`config.mk`:
```
export PLATFORM = sky130hd
export DESIGN_NAME = pe_ctrl_seq_flat
export DESIGN_NICKNAME = d
export VERILOG_FILES = /design/src/rtl/pe_ctrl_seq_if.sv /design/src/rtl/pe_ctrl_seq.sv /design/src/flat_wrapper.sv
export SDC_FILE = /design/constraint.sdc
export NUM_CORES = 1
export LEC_CHECK = 0
export ABC_AREA = 1
export CAP_MARGIN = 20
export CORE_AREA = 2 2 93 95
export DETAILED_ROUTE_END_ITERATION = 10
export DIE_AREA = 0 0 95 97
export PLACE_DENSITY_LB_ADDON = 0.12
export SLEW_MARGIN = 15
export SYNTH_ARGS = -nofsm -noshare
export SYNTH_HDL_FRONTEND = slang
export SYNTH_SLANG_ARGS = --single-unit
export TNS_END_PERCENT = 5
```
`constraint.sdc`:
```
create_clock -name clk -period 2.3 [get_ports clk]
set_clock_uncertainty 0.05 [all_clocks]
set_input_delay 0.46 -clock clk [delete_from_list [all_inputs] [get_ports clk]]
set_output_delay 0.46 -clock clk [all_outputs]
set_load 0.05 [all_outputs]
```
`src/rtl/pe_ctrl_seq_if.sv`:
```
// Instruction channel between the instruction source and the PE control sequencer.
interface pe_ctrl_seq_if #(
  parameter int INST_WIDTH = 64
);
  logic                  inst_v;
  logic                  inst_rdy;
  logic [INST_WIDTH-1:0] inst;

  modport master (
    output inst_v,
    output inst,
    input  inst_rdy
  );

  modport slave (
    input  inst_v,
    input  inst,
    output inst_rdy
  );
endinterface

```
`src/rtl/pe_ctrl_seq.sv`:
```
// PE-array control sequencer: decodes instructions into per-lane DSP48 controls, repeats, delays write-back.
// Per-lane masking from the instruction mask field is enabled by defining PE_CTRL_LANE_MASK_EN.
module pe_ctrl_seq #(
  parameter int LANES      = 4,
  parameter int WB_DELAY   = 5,
  parameter int DATA_WIDTH = 16,
  parameter int INST_WIDTH = 64
) (
  input  logic                    clk,
  input  logic                    rst,
  pe_ctrl_seq_if.slave            inst_if,
  input  logic [2*DATA_WIDTH-1:0] din_ld_i,
  input  logic [2*DATA_WIDTH-1:0] din_wb_i,
  output logic                    dout_v_o,
  output logic [2*DATA_WIDTH-1:0] dout_o,
  output logic [4*LANES-1:0]      alumode_o,
  output logic [5*LANES-1:0]      inmode_o,
  output logic [7*LANES-1:0]      opmode_o,
  output logic [LANES-1:0]        cea2_o,
  output logic [LANES-1:0]        ceb2_o,
  output logic [LANES-1:0]        usemult_o,
  output logic                    busy_o
);

  // state   | meaning
  // S_IDLE  | ready; an accepted instruction is issued once on the accept edge
  // S_ISSUE | re-issuing the latched instruction, cnt counts remaining repeats
  typedef enum logic {S_IDLE, S_ISSUE} state_e;

  typedef struct packed {
    logic [3:0] alu;
    logic [4:0] inm;
    logic [6:0] opm;
    logic       cea;
    logic       ceb;
    logic       um;
  } dsp_ctrl_t;

  localparam int WB_BIT  = 63;
  localparam int OP_LSB  = 24;
  localparam int REP_LSB = 16;

  function automatic dsp_ctrl_t decode(input logic [2:0] op);
    dsp_ctrl_t c;
    c = '0;
    // op[2] only distinguishes immediate variants; DSP setup is identical
    case (op[1:0])
      2'b01: begin
        c.opm = 7'b0110011;
        c.cea = 1'b1;
        c.ceb = 1'b1;
      end
      2'b10: begin
        c.alu = 4'b0011;
        c.opm = 7'b0110011;
        c.cea = 1'b1;
        c.ceb = 1'b1;
      end
      2'b11: begin
        c.inm = 5'b10001;
        c.opm = 7'b0000101;
        c.um  = 1'b1;
      end
      default: c = '0;
    endcase
    return c;
  endfunction

  state_e     state_q, state_d;
  logic [7:0] cnt_q, cnt_d;
  logic [2:0] op_q, op_d;
  logic       wb_q, wb_d;
  logic       issue_d;
  logic       accept;
`ifdef PE_CTRL_LANE_MASK_EN
  logic [LANES-1:0] mask_q, mask_d;
`endif

  logic [LANES-1:0]      lane_en;
  dsp_ctrl_t             enc_d;
  logic [4*LANES-1:0]    alumode_q, alumode_d;
  logic [5*LANES-1:0]    inmode_q, inmode_d;
  logic [7*LANES-1:0]    opmode_q, opmode_d;
  logic [LANES-1:0]      cea2_q, cea2_d;
  logic [LANES-1:0]      ceb2_q, ceb2_d;
  logic [LANES-1:0]      usemult_q, usemult_d;
  logic [WB_DELAY-1:0]   wb_sr_q;
  logic [2*DATA_WIDTH-1:0] dout_q;

  // Only the wb flag, opcode, repeat and mask fields carry meaning
  logic unused_inst;
  assign unused_inst = ^inst_if.inst;

  assign inst_if.inst_rdy = (state_q == S_IDLE) && !rst;
  assign accept           = inst_if.inst_v && inst_if.inst_rdy;

  always_comb begin
    state_d = state_q;
    cnt_d   = cnt_q;
    op_d    = op_q;
    wb_d    = wb_q;
    issue_d = 1'b0;
`ifdef PE_CTRL_LANE_MASK_EN
    mask_d  = mask_q;
`endif
    case (state_q)
      S_IDLE: begin
        if (accept) begin
          issue_d = 1'b1;
          op_d    = inst_if.inst[OP_LSB +: 3];
          wb_d    = inst_if.inst[WB_BIT];
`ifdef PE_CTRL_LANE_MASK_EN
          mask_d  = inst_if.inst[LANES-1:0];
`endif
          if (inst_if.inst[REP_LSB +: 8] != 8'd0) begin
            cnt_d   = inst_if.inst[REP_LSB +: 8];
            state_d = S_ISSUE;
          end
        end
      end
      S_ISSUE: begin
        issue_d = 1'b1;
        cnt_d   = cnt_q - 8'd1;
        if (cnt_q == 8'd1) begin
          state_d = S_IDLE;
        end
      end
      default: state_d = S_IDLE;
    endcase
  end

  always_comb begin
`ifdef PE_CTRL_LANE_MASK_EN
    lane_en = issue_d ? mask_d : '0;
`else
    lane_en = issue_d ? {LANES{1'b1}} : '0;
`endif
  end

  assign enc_d = decode(op_d);

  always_comb begin
    alumode_d = '0;
    inmode_d  = '0;
    opmode_d  = '0;
    cea2_d    = '0;
    ceb2_d    = '0;
    usemult_d = '0;
    for (int l = 0; l < LANES; l++) begin
      if (lane_en[l]) begin
        alumode_d[4*l +: 4] = enc_d.alu;
        inmode_d[5*l +: 5]  = enc_d.inm;
        opmode_d[7*l +: 7]  = enc_d.opm;
        cea2_d[l]           = enc_d.cea;
        ceb2_d[l]           = enc_d.ceb;
        usemult_d[l]        = enc_d.um;
      end
    end
  end

  always_ff @(posedge clk) begin
    if (rst) begin
      state_q   <= S_IDLE;
      cnt_q     <= '0;
      op_q      <= '0;
      wb_q      <= 1'b0;
`ifdef PE_CTRL_LANE_MASK_EN
      mask_q    <= '0;
`endif
      alumode_q <= '0;
      inmode_q  <= '0;
      opmode_q  <= '0;
      cea2_q    <= '0;
      ceb2_q    <= '0;
      usemult_q <= '0;
      wb_sr_q   <= '0;
      dout_q    <= '0;
    end else begin
      state_q   <= state_d;
      cnt_q     <= cnt_d;
      op_q      <= op_d;
      wb_q      <= wb_d;
`ifdef PE_CTRL_LANE_MASK_EN
      mask_q    <= mask_d;
`endif
      alumode_q <= alumode_d;
      inmode_q  <= inmode_d;
      opmode_q  <= opmode_d;
      cea2_q    <= cea2_d;
      ceb2_q    <= ceb2_d;
      usemult_q <= usemult_d;
      // tap 0 lines up with the issue's control cycle
      wb_sr_q   <= {wb_sr_q[WB_DELAY-2:0], issue_d & wb_d};
      dout_q    <= wb_sr_q[WB_DELAY-1] ? din_wb_i : din_ld_i;
    end
  end

  assign alumode_o = alumode_q;
  assign inmode_o  = inmode_q;
  assign opmode_o  = opmode_q;
  assign cea2_o    = cea2_q;
  assign ceb2_o    = ceb2_q;
  assign usemult_o = usemult_q;
  assign dout_v_o  = wb_sr_q[WB_DELAY-1];
  assign dout_o    = dout_q;
  assign busy_o    = (state_q == S_ISSUE);

endmodule
```
`src/flat_wrapper.sv`:
```
// flat-port wrapper written by rule: the top's interface ports become plain ports
module pe_ctrl_seq_flat 
#(
  parameter int LANES      = 4,
  parameter int WB_DELAY   = 5,
  parameter int DATA_WIDTH = 16,
  parameter int INST_WIDTH = 64
)
  (clk, rst, din_ld_i, din_wb_i, dout_v_o, dout_o, alumode_o, inmode_o, opmode_o, cea2_o, ceb2_o, usemult_o, busy_o, inst_if_inst_v, inst_if_inst, inst_if_inst_rdy);
  pe_ctrl_seq_if #(.INST_WIDTH(INST_WIDTH)) inst_if_i ();
  input  logic clk;
  input  logic rst;
  input  logic [2*DATA_WIDTH-1:0] din_ld_i;
  input  logic [2*DATA_WIDTH-1:0] din_wb_i;
  output logic dout_v_o;
  output logic [2*DATA_WIDTH-1:0] dout_o;
  output logic [4*LANES-1:0] alumode_o;
  output logic [5*LANES-1:0] inmode_o;
  output logic [7*LANES-1:0] opmode_o;
  output logic [LANES-1:0] cea2_o;
  output logic [LANES-1:0] ceb2_o;
  output logic [LANES-1:0] usemult_o;
  output logic busy_o;
  input wire logic [$bits(inst_if_i.inst_v)-1:0] inst_if_inst_v;
  input wire logic [$bits(inst_if_i.inst)-1:0] inst_if_inst;
  output wire logic [$bits(inst_if_i.inst_rdy)-1:0] inst_if_inst_rdy;
  assign inst_if_i.inst_v = inst_if_inst_v;
  assign inst_if_i.inst = inst_if_inst;
  assign inst_if_inst_rdy = inst_if_i.inst_rdy;
  pe_ctrl_seq #(.LANES(LANES), .WB_DELAY(WB_DELAY), .DATA_WIDTH(DATA_WIDTH), .INST_WIDTH(INST_WIDTH)) u_core (.clk(clk), .rst(rst), .inst_if(inst_if_i), .din_ld_i(din_ld_i), .din_wb_i(din_wb_i), .dout_v_o(dout_v_o), .dout_o(dout_o), .alumode_o(alumode_o), .inmode_o(inmode_o), .opmode_o(opmode_o), .cea2_o(cea2_o), .ceb2_o(ceb2_o), .usemult_o(usemult_o), .busy_o(busy_o));
endmodule
```
# == Yosys cells after proc, flatten, opt, wreduce, memory -nomap -nowiden ==
# Index checks and enable logic that the tools add are counted.
# totals
ff_bits,125
output_inout_bits,111
elab_cells,73
# op_classes
n_addsub,1
eq_ne,6
muxes,20
bitwise_logic,6
n_reduce_logical,10
# op_table
cell,count
$mux 32,1
$mux 8,2
$pmux 8 s2,1
$pmux 6 s2,1
$reduce_or 2->1,5
$eq 8x1->1 const B,1
$mux 2,4
$reduce_bool 8->1,1
$sub 8x1->8 const B,1
$mux 1,7
$mux 5,1
$not 1->1,5
$eq 2x2->1 const B,2
$mux 4,1
$pmux 1 s2,2
$eq 2x1->1 const B,1
$logic_and 1x1->1,2
$ne 2x1->1 const B,1
$ne 2x2->1 const B,1
$reduce_and 2->1,1
$and 1x1->1,1
$logic_not 1->1,1

# == Logic depth before layout (Yosys ltp) ==
# Gate-level depths: netlist (run 1).
# logic_depth
ltp_word,8
ltp_mapped,10
ltp_nobuf,9

# == Worst setup path before layout (run 1) ==
# Ideal clock, no wire load.
# synth_timing
path_kind,flip-flop to flip-flop
startpoint,"register u_core.state_q, in the netlist u_core.busy_o"
endpoint,"register u_core.opmode_q[18], in the netlist u_core.opmode_o[18]"
arrival_time_ps,1696
slack_ps,426
stages_incl_launch_ff,10
path_buffers,1
period_less_slack_ps,1874
path_cell_list,dfxtp_1 buf_6 nor2_8 nand2_8 inv_6 or2_1 o21ai_2 inv_2 ha_1 nor2_1
# synth_via
elab_chain_cells,8
elab_cells_between_ends,15
classes_between,3 x eq/ne; 6 x mux; 2 x bitwise; 4 x reduce/logical
# synth_lines
element,line,source
from (decl),pe_ctrl_seq.sv:69,"state_e state_q, state_d;"
from (signal assigned),pe_ctrl_seq.sv:179,state_q <= state_d;
$not 1->1 (no source line) *,-,
$logic_and 1x1->1 *,pe_ctrl_seq.sv:94,assign inst_if.inst_rdy = (state_q == S_IDLE) && !rst;
named net inst_if_inst_rdy,flat_wrapper.sv:26,output wire logic [$bits(inst_if_i.inst_rdy)-1:0] inst_if_inst_rdy;
$logic_and 1x1->1 *,pe_ctrl_seq.sv:95,assign accept = inst_if.inst_v && inst_if.inst_rdy;
$mux 2 *,pe_ctrl_seq.sv:108,if (accept) begin
$mux 2 *,pe_ctrl_seq.sv:106,case (state_q)
named net u_core.op_d[1],pe_ctrl_seq.sv:71,"logic [2:0] op_q, op_d;"
$eq 2x1->1 or $eq 2x2->1 (tied branches),pe_ctrl_seq.sv:47,case (op[1:0])
$reduce_or 2->1 (no source line),-,
$pmux 6 s2 *,pe_ctrl_seq.sv:47,
to (signal assigned),pe_ctrl_seq.sv:188,opmode_q <= opmode_d;
to (decl),pe_ctrl_seq.sv:83,"logic [7*LANES-1:0] opmode_q, opmode_d;"
# The timed path passes the listed nets; every way through them passes the cells marked *.
# A chain may end at the register's enable or synchronous reset.

==> results.sh, run 1 <==
export IMPL_num_rows=33
export IMPL_cp_slowest_cell="clkdlybuf4s50_1"
export IMPL_portBuffers=160
export IMPL_cap_violations=0
export IMPL_drive_above_1_share_pct=15.09
export IMPL_critPathLaunchType="flop"
export IMPL_cts_htree_levels=2
export IMPL_cp_max_fo=8
export IMPL_cp_end_kind="output pin"
export IMPL_synth_area_leaders="dfxtp_1 39%, buf_4 20%, nor2_1 13%, o21ai_0 6.8%, nand2_1 3.0%"
export IMPL_clk_pin_slew_ns=0.09
export IMPL_fmax_mhz=475.8
export IMPL_viasPerCell=4.148
export IMPL_cp_data_required_time_ns=1.79
export IMPL_outcome="finished, final reports clean"
export IMPL_wl_um=6513
export IMPL_pin_count=242
export IMPL_syn_area_per_cell_um2=7.538
export IMPL_ys_ff_latch=53
export IMPL_cts_sinks=53
export IMPL_worstPathArrival_ns=1.59
export IMPL_nFillCells=775
export IMPL_die_w_um=95
export IMPL_cts_made_buffers=5
export IMPL_routedWlPerCell_um=11.19
export IMPL_leakagePower_nw=1.815
export IMPL_firstDrtPassIters=4
export IMPL_yosysTopAreaCell="dfxtp_1"
export IMPL_syn_area_um2=2721
export IMPL_clock_path_buffers=2
export IMPL_synth_seq_area_share_pct=38.99
export IMPL_drtAntennaViolNets=0
export IMPL_max_slew_margin_pct=62.85
export IMPL_path_buf_inv=1
export IMPL_final_max_slew_viol_count=0
export IMPL_tightest_slew_ns=0.5565
export IMPL_finalSetupTns_ns=0
export IMPL_num_antenna_cells=0
export IMPL_synth_distinct_cells=27
export IMPL_grt_ovfl_total=0
export IMPL_drc=0
export IMPL_final_cell_mix="121 x clkdlybuf4s50_1, 95 x nor2_1, 53 x dfxtp_1, 41 x buf_4, 37 x o21ai_0"
export IMPL_final_common_cell="clkdlybuf4s50_1"
export IMPL_cts_repair_resized=0
export IMPL_hpwl_um=5075
export IMPL_drt_iter0_drc=102
export IMPL_timing_final_crit_share_pct=91.38
export IMPL_critical_path_class="flop to output pin"
export IMPL_dieArea_um2=9215
export IMPL_grt_usage_pct=13.95
export IMPL_hp_class="flop to flop"
export IMPL_worst_path_dominant_cell_family="buffers and inverters"
export IMPL_grt_max_degree=34
export IMPL_die_h_um=97
export IMPL_antenna_found_initial=0
export IMPL_rsz0062_at_grt="no"
export IMPL_syn2layout_area_growth_pct=48.23
export IMPL_yosysWarnings=0
export IMPL_peakVddDrop_v=0.0002741
export IMPL_cp_cell_sequence="clkdlybuf4s50_1"
export IMPL_clkLatencyLatePin_ns=0.30
export IMPL_cts_tree="done"
export IMPL_finalWeightedCongestion=0.8226
export IMPL_floorplan_initialDensity_pct=33.46
export IMPL_period_needed_ns=2.102
export IMPL_powerDensity_nw_per_um2=612.4
export IMPL_vias=2414
export IMPL_hold_ws_ns=0.3644
export IMPL_yosysTopAreaCellShare_pct=38.99
export IMPL_root_buffer="clkbuf_8"
export IMPL_hold_buffers=0
export IMPL_grt_pass1_vias=2158
export IMPL_postSynthCellCount=361
export IMPL_grt_pass1_wl_um=10150
export IMPL_finalSetupViolations=0
export IMPL_hold_viol=0
export IMPL_core_area_um2=8134
export IMPL_max_stage_delay_ns=0.85
export IMPL_nets=612
export IMPL_postCtsSetupBuffers=0
[state kept, by name, summed over array words and instances (netlist names)]
signal / count
u_core.dout_o: 32
u_core.cnt_q: 8
u_core.wb_sr_q: 5
u_core.opmode_o: 3
u_core.op_q: 2
u_core.alumode_o: 1
u_core.busy_o: 1
u_core.wb_q: 1
[per-stage QoR]
| step | util, % | instance area, µm² | std cells | power (W) | setup WS, ns |
|---|---|---|---|---|---|
| finish | 49.59 | 4034 | 582 | 0.002470 | 0.1984 |
| global route | 49.59 | 4034 | 582 | 0.002606 | 0.09793 |
| CTS | 49.59 | 4034 | 582 | 0.002503 | 0.1654 |
| detailed placement | 48.35 | 3933 | 574 | 0.001918 | 0.1099 |
| global placement | 48.35 | 3933 | 574 | 0.001913 | 0.1251 |
| floorplan | - | 2823 | 388 | 0.001697 | 0.4260 |
[metal layers]
layer  global-route usage (%)  routed length, µm
met3                    6.075                774
met4                    3.679                 70
met5                        0                  0
met1                    15.38               2522
met2                    24.17               3145
[synthesized netlist by cell type]
master	count
o21ai_0	37
dfxtp_1	53
inv_6	1
clkbuf_1	10
inv_1	20
conb_1	1
buf_4	72
a21oi_2	2
nor2_8	1
nor2_4	1
mux2i_1	1
nand2_1	22
nor2_1	95
nor2_2	1
ha_1	5
inv_2	6
nand2_4	2
o21ai_2	2
nor3_1	1
nand4_1	1
buf_6	2
nand2_8	1
a21oi_1	5
or2_1	2
nand2_2	3
o21ai_1	4
nand3_1	10
[power breakdown]
| group | total, W | internal (W) | switching (W) |
|---|---|---|---|
| clock | 0.000577 | 0.000273 | 0.000304 |
| sequential | 0.00100 | 0.000972 | 0.0000308 |
| combinational | 0.000890 | 0.000308 | 0.000582 |
| total | 0.00247 | 0.00155 | 0.000917 |
[worst paths after layout]
kind	cells after the start	endpoint	slack, ns	start
setup / recovery	1	alumode_o[0]	0.20	u_core.alumode_o[4]
hold / removal	2	u_core.wb_sr_q[4]	0.36	u_core.wb_sr_q[3]
setup reg to reg	8	u_core.opmode_o[18]	0.78	u_core.busy_o
hold reg to reg	2	u_core.wb_sr_q[4]	0.36	u_core.wb_sr_q[3]
[logic make-up after synthesis]
group                    count (synthesis)  share of synthesized area, %
multiplexers                             1                        0.3678
flip-flops                              53                         38.99
AND/OR/NAND/NOR                        140                         22.48
AO/OA/AOI/OAI                           50                         9.747
buffers and inverters                  111                         25.98
adder cells (fa/ha/maj)                  5                         2.299
other                                    1                        0.1378
[final cells by class]
class	instances	area, µm²	share of cell area, %
Sequential cell	53	1061	26.30
Tap cell	105	131.4	3.257
Inverter	27	106.4	2.636
Clock inverter	1	5.005	0.1241
Timing Repair Buffer	165	1579	39.14
Multi-Input combinational cell	224	1055	26.15
Clock buffer	7	96.34	2.388
Power figures use the tool's default switching activity.
==> run 2: changes to the inputs <==
--- a/config.mk
+++ b/config.mk
@@ -10,7 +10,8 @@
 export CORE_AREA = 2 2 93 95
 export DETAILED_ROUTE_END_ITERATION = 10
 export DIE_AREA = 0 0 95 97
-export PLACE_DENSITY_LB_ADDON = 0.12
+export GPL_TIMING_DRIVEN = 0
+export PLACE_DENSITY = 0.86
 export SLEW_MARGIN = 15
 export SYNTH_ARGS = -nofsm -noshare
 export SYNTH_HDL_FRONTEND = slang
==> run 2 against run 1 <==
  * Combinational power grew 12%
  * Cell count grew 13%
  * Critical path type unchanged
  * Highest routed layer unchanged
  * Largest cell class unchanged
  * Core utilization grew 6.5 points
==> results.sh, run 2 (same netlist as run 1, synthesis figures left out) <==
export IMPL_r2r_setup_slack_ns=0.74
export IMPL_drt_iter0_drc=73
export IMPL_hold_ws_ns=0.3200
export IMPL_num_rows=33
export IMPL_timing_final_crit_share_pct=96.30
export IMPL_fmax_mhz=451.5
export IMPL_grt_ovfl_total=0
export IMPL_cp_data_required_time_ns=1.79
export IMPL_tightest_slew_ns=0.5481
export IMPL_cts_made_buffers=5
export IMPL_final_common_cell="clkdlybuf4s50_1"
export IMPL_grt_pass1_wl_um=11410
export IMPL_grt_pass1_vias=2574
export IMPL_drc=0
export IMPL_dieArea_um2=9215
export IMPL_cts_tree="done"
export IMPL_worstRegToRegCells=9
export IMPL_die_h_um=97
export IMPL_hold_viol=0
export IMPL_largest_reg_flops=32
export IMPL_cp_cell_sequence="clkdlybuf4s50_1"
export IMPL_clkLatencyLatePin_ns=0.30
export IMPL_clk_pin_slew_ns=0.10
export IMPL_firstDrtPassIters=4
export IMPL_critical_path_class="flop to output pin"
export IMPL_cp_slowest_cell="clkdlybuf4s50_1"
export IMPL_dpl_cell_area_um2=4546
export IMPL_worst_path_dominant_cell_family="buffers and inverters"
export IMPL_wl_um=7326
export IMPL_vias=2710
export IMPL_cts_htree_levels=2
export IMPL_cp_depth=1
export IMPL_peakVddDrop_v=0.0002574
export IMPL_leakagePower_nw=2.240
export IMPL_max_slew_margin_pct=63.35
export IMPL_hpwl_um=5909
export IMPL_path_buf_inv=1
export IMPL_fin_ws_ns=0.08501
export IMPL_worstPathArrival_ns=1.70
export IMPL_routedWlPerCell_um=11.12
export IMPL_powerDensity_nw_per_um2=575.7
export IMPL_antenna_found_initial=0
export IMPL_cap_violations=0
export IMPL_outcome="finished, final reports clean"
export IMPL_postCtsSetupBuffers=0
export IMPL_root_buffer="clkbuf_8"
export IMPL_syn2layout_area_growth_pct=67.59
export IMPL_finalWeightedCongestion=0.8464
export IMPL_critPathLaunchType="flop"
export IMPL_drtAntennaViolNets=0
export IMPL_final_max_slew_viol_count=0
export IMPL_rsz0062_at_grt="no"
export IMPL_total_power_w=0.002625
export IMPL_core_area_um2=8134
export IMPL_portBuffers=159
export IMPL_dp_slack_ns=0.08816
export IMPL_clock_path_buffers=2
export IMPL_nets=690
export IMPL_pin_count=242
export IMPL_finalSetupTns_ns=0
export IMPL_grt_usage_pct=15.08
export IMPL_viasPerCell=4.112
export IMPL_period_needed_ns=2.215
export IMPL_max_stage_delay_ns=0.88
export IMPL_drive_above_1_share_pct=25.63
export IMPL_cts_sinks=53
export IMPL_cp_max_fo=7
export IMPL_finalSetupViolations=0
export IMPL_die_w_um=95
export IMPL_holdPathStages=2
export IMPL_seq_area_um2=1064
export IMPL_cp_end_kind="output pin"
export IMPL_nFillCells=757
export IMPL_num_antenna_cells=0
export IMPL_floorplan_initialDensity_pct=33.46
export IMPL_final_cell_mix="116 x clkdlybuf4s50_1, 111 x buf_4, 95 x nor2_1, 51 x dfxtp_1, 37 x o21ai_0"
export IMPL_hp_class="input pin to flop"
export IMPL_hold_buffers=0
export IMPL_grt_max_degree=21
export IMPL_stdcell_area_um2=4561
export IMPL_multi_input_comb_area_um2=1055
## run 2: cell types whose count changed in the layout (fill, tap and decap cells not counted), sizes merged
cell           delta
dlygate4sd2       +1
clkbuf            +8
clkdlybuf4s50     -5
dlymetal6s2s      +3
bufinv            +1
buf              +69
## run 2: power breakdown
part           internal [W]  total, W  switching, W
clock              0.000317  0.000626      0.000309
combinational      0.000390  0.000994      0.000605
sequential         0.000973   0.00100     0.0000324
## run 2: per-layer routing
layer	GRT usage (%)	vias to the layer above	wire, µm
li1	-	1400	-
met5	0	-	0
met3	6.075	9	942
met1	15.17	1159	2687
met4	3.456	0	85
met2	28.37	142	3610
## run 2: worst paths after layout
kind,from,endpoint
max,u_core.wb_sr_q[4],dout_v_o
min,rst,u_core.cnt_q[0]
max reg2reg,u_core.busy_o,u_core.opmode_o[18]
min reg2reg,u_core.wb_sr_q[3],u_core.wb_sr_q[4]
## run 2: final cells by class
class | count | share of cell area (%)
inverters | 27 | 2.332
plain buffers | 84 | 13.17
well taps | 105 | 2.881
repair buffers | 159 | 32.89
clock buffers | 5 | 1.509
flip-flops and latches | 53 | 23.32
multi-input cells | 224 | 23.13
clock inverters | 2 | 0.7682
## run 2: what timing repair did
item                                    4_1_cts  5_1_grt
gates resized for setup                      27       18
pin swaps                                     0        0
endpoints found under the setup margin       36       18
hold endpoints to repair                      0        0
## run 2: through the flow
step / utilization (%) / instances
after floorplan: - / 388
after global placement: 55.88 / 652
after detailed placement: 55.88 / 652
after CTS: 56.44 / 659
after global routing: 56.07 / 659
final: 56.07 / 659
==> run 3: changes to the inputs <==
--- a/config.mk
+++ b/config.mk
@@ -7,11 +7,10 @@
 export LEC_CHECK = 0
 export ABC_AREA = 1
 export CAP_MARGIN = 20
-export CORE_AREA = 2 2 93 95
+export CORE_UTILIZATION = 28
 export DETAILED_ROUTE_END_ITERATION = 10
-export DIE_AREA = 0 0 95 97
 export GPL_TIMING_DRIVEN = 0
-export PLACE_DENSITY = 0.86
+export PLACE_DENSITY = 0.77
 export SLEW_MARGIN = 15
 export SYNTH_ARGS = -nofsm -noshare
 export SYNTH_HDL_FRONTEND = slang
==> constraint.sdc (replaced) <==
create_clock -name clk -period 2 [get_ports clk]
set_clock_uncertainty 0.05 [all_clocks]
set_input_delay 0.4 -clock clk [delete_from_list [all_inputs] [get_ports clk]]
set_output_delay 0.4 -clock clk [all_outputs]
set_load 0.05 [all_outputs]
==> run 3 against run 2 <==
  * Critical endpoint is now busy_o
  * Largest cell class unchanged
  * Register-to-register slack lost 0.33 ns
  * Cell count is 3.8% higher
  * Combinational power grew 15%
  * Highest routed layer unchanged
==> results.sh, run 3 (same netlist as run 1, synthesis figures left out) <==
export IMPL_outcome="finished, final reports clean"
export IMPL_cts_made_buffers=5
export IMPL_switching_power_w=0.001073
export IMPL_cp_end_kind="output pin"
export IMPL_min_delay_start="rst"
export IMPL_leakagePower_nw=2.218
export IMPL_root_buffer="clkbuf_8"
export IMPL_grt_pass1_vias=2606
export IMPL_peakVddDrop_v=0.0003080
export IMPL_hp_class="input pin to flop"
export IMPL_syn2layout_area_growth_pct=67.03
export IMPL_wl_um=7260
export IMPL_die_h_um=100.6
export IMPL_hold_buffers=0
export IMPL_portBuffers=159
export IMPL_timing_final_crit_share_pct=96.67
export IMPL_routedWlPerCell_um=10.61
export IMPL_viasPerCell=4.066
export IMPL_period_needed_ns=1.933
export IMPL_internal_power_w=0.001809
export IMPL_final_cell_mix="115 x buf_4, 109 x clkdlybuf4s50_1, 95 x nor2_1, 51 x dfxtp_1, 37 x o21ai_0"
export IMPL_nFillCells=933
export IMPL_final_common_cell="buf_4"
export IMPL_nets=690
export IMPL_seq_power_share_pct=40.1
export IMPL_cp_data_required_time_ns=1.55
export IMPL_grt_max_degree=21
export IMPL_multi_input_comb_area_um2=1055
export IMPL_rsz0062_at_grt="no"
export IMPL_drt_iter0_drc=109
export IMPL_startpoint="u_core.busy_o"
export IMPL_num_rows=35
export IMPL_num_antenna_cells=0
export IMPL_fmax_mhz=517.2
export IMPL_worst_path_dominant_cell_family="buffers and inverters"
export IMPL_hold_viol=0
export IMPL_firstDrtPassIters=4
export IMPL_pin_count=242
export IMPL_drive_above_1_share_pct=26.31
export IMPL_grt_ovfl_total=0
export IMPL_max_slew_margin_pct=64.84
export IMPL_critPathLaunchType="flop"
export IMPL_total_power_w=0.002882
export IMPL_largest_reg_flops=32
export IMPL_vias=2781
export IMPL_final_max_slew_viol_count=0
export IMPL_hpwl_um=5924
export IMPL_path_buf_inv=1
export IMPL_dp_slack_ns=-0.1578
export IMPL_combinationalPowerShare_pct=39.5
export IMPL_cp_cell_sequence="clkdlybuf4s50_1"
export IMPL_cap_violations=0
export IMPL_cp_slowest_cell="clkdlybuf4s50_1"
export IMPL_reg2reg_from="u_core.busy_o"
export IMPL_finalWeightedCongestion=0.8740
export IMPL_clockPowerShare_pct=20.4
export IMPL_cts_tree="done"
export IMPL_cts_sinks=53
export IMPL_fin_ws_ns=0.06662
export IMPL_core_area_um2=9328
export IMPL_powerDensity_nw_per_um2=634.0
export IMPL_clock_path_buffers=2
export IMPL_finalSetupViolations=0
export IMPL_tightest_slew_ns=0.5257
export IMPL_swShare_pct=37.22
export IMPL_clkLatencyLatePin_ns=0.30
export IMPL_cts_htree_levels=2
export IMPL_drc=0
export IMPL_clk_pin_slew_ns=0.10
export IMPL_cts_repair_resized=53
export IMPL_max_stage_delay_ns=0.81
export IMPL_worstPathArrival_ns=1.48
export IMPL_cp_max_fo=2
export IMPL_critical_path_class="flop to output pin"
export IMPL_postCtsSetupBuffers=0
export IMPL_grt_usage_pct=14.01
export IMPL_floorplan_initialDensity_pct=29.18
export IMPL_dieArea_um2=10120
export IMPL_die_w_um=100.6
export IMPL_grt_pass1_wl_um=11320
export IMPL_seq_area_um2=1064
export IMPL_drtAntennaViolNets=0
export IMPL_antenna_found_initial=0
run 3: cell count changes in the layout (fill, tap and decap cells not counted):
cell / previous run / this run
clkdlybuf4s50_1: 116 / 109
buf_4: 111 / 115
dlygate4sd2_1: 1 / 5
clkbuf_1: 10 / 12
dlymetal6s2s_1: 3 / 1
bufinv_16: 1 / 0
clkbuf_2: 0 / 1
clkinv_2: 1 / 0
clkinvlp_4: 0 / 1
run 3: final cells by class:
class	instances	share of cell area, %
Clock buffer	7	1.679
Buffer	84	13.21
Clock inverter	1	0.1652
Timing Repair Buffer	159	32.45
Tap cell	129	3.551
Multi-Input combinational cell	224	23.20
Sequential cell	53	23.40
Inverter	27	2.340
run 3: metrics by stage:
stage	utilization (%)	hold WS (ns)	instance area [µm²]	instances	TNS, ns
finish	48.73	0.2674	4546	684	0
global route	48.73	0.2561	4546	684	0
CTS	48.77	0.2595	4549	684	0
detailed placement	49.05	0.3516	4576	676	-3.262
global placement	49.05	0.3479	4576	676	-1.696
floorplan	-	0.3383	2823	388	0
run 3: worst paths after layout:
check,end,slack [ns],depth (start not counted)
max,busy_o,0.07,1
min,u_core.cnt_q[0],0.27,2
max reg2reg,u_core.opmode_o[18],0.41,9
min reg2reg,u_core.wb_sr_q[2],0.36,2
run 3: metal layers:
layer  global-route usage, %  up-vias  part of all wire [%]
met2                   25.08      160                    47
met4                   4.682        0                   1.9
met3                   6.796       14                    14
li1                        -     1405                     -
met1                   14.22     1202                    36
met5                       0        -                     0
run 3: power groups by stage:
stage	clock network (W)	logic (W)	registers (W)
2_1_floorplan	0	0.000632	0.00132
3_3_place_gp	0	0.00115	0.00118
3_5_place_dp	0	0.00116	0.00118
4_1_cts	0.000615	0.00114	0.00116
5_1_grt	0.000654	0.00121	0.00117
6_report	0.000588	0.00114	0.00116
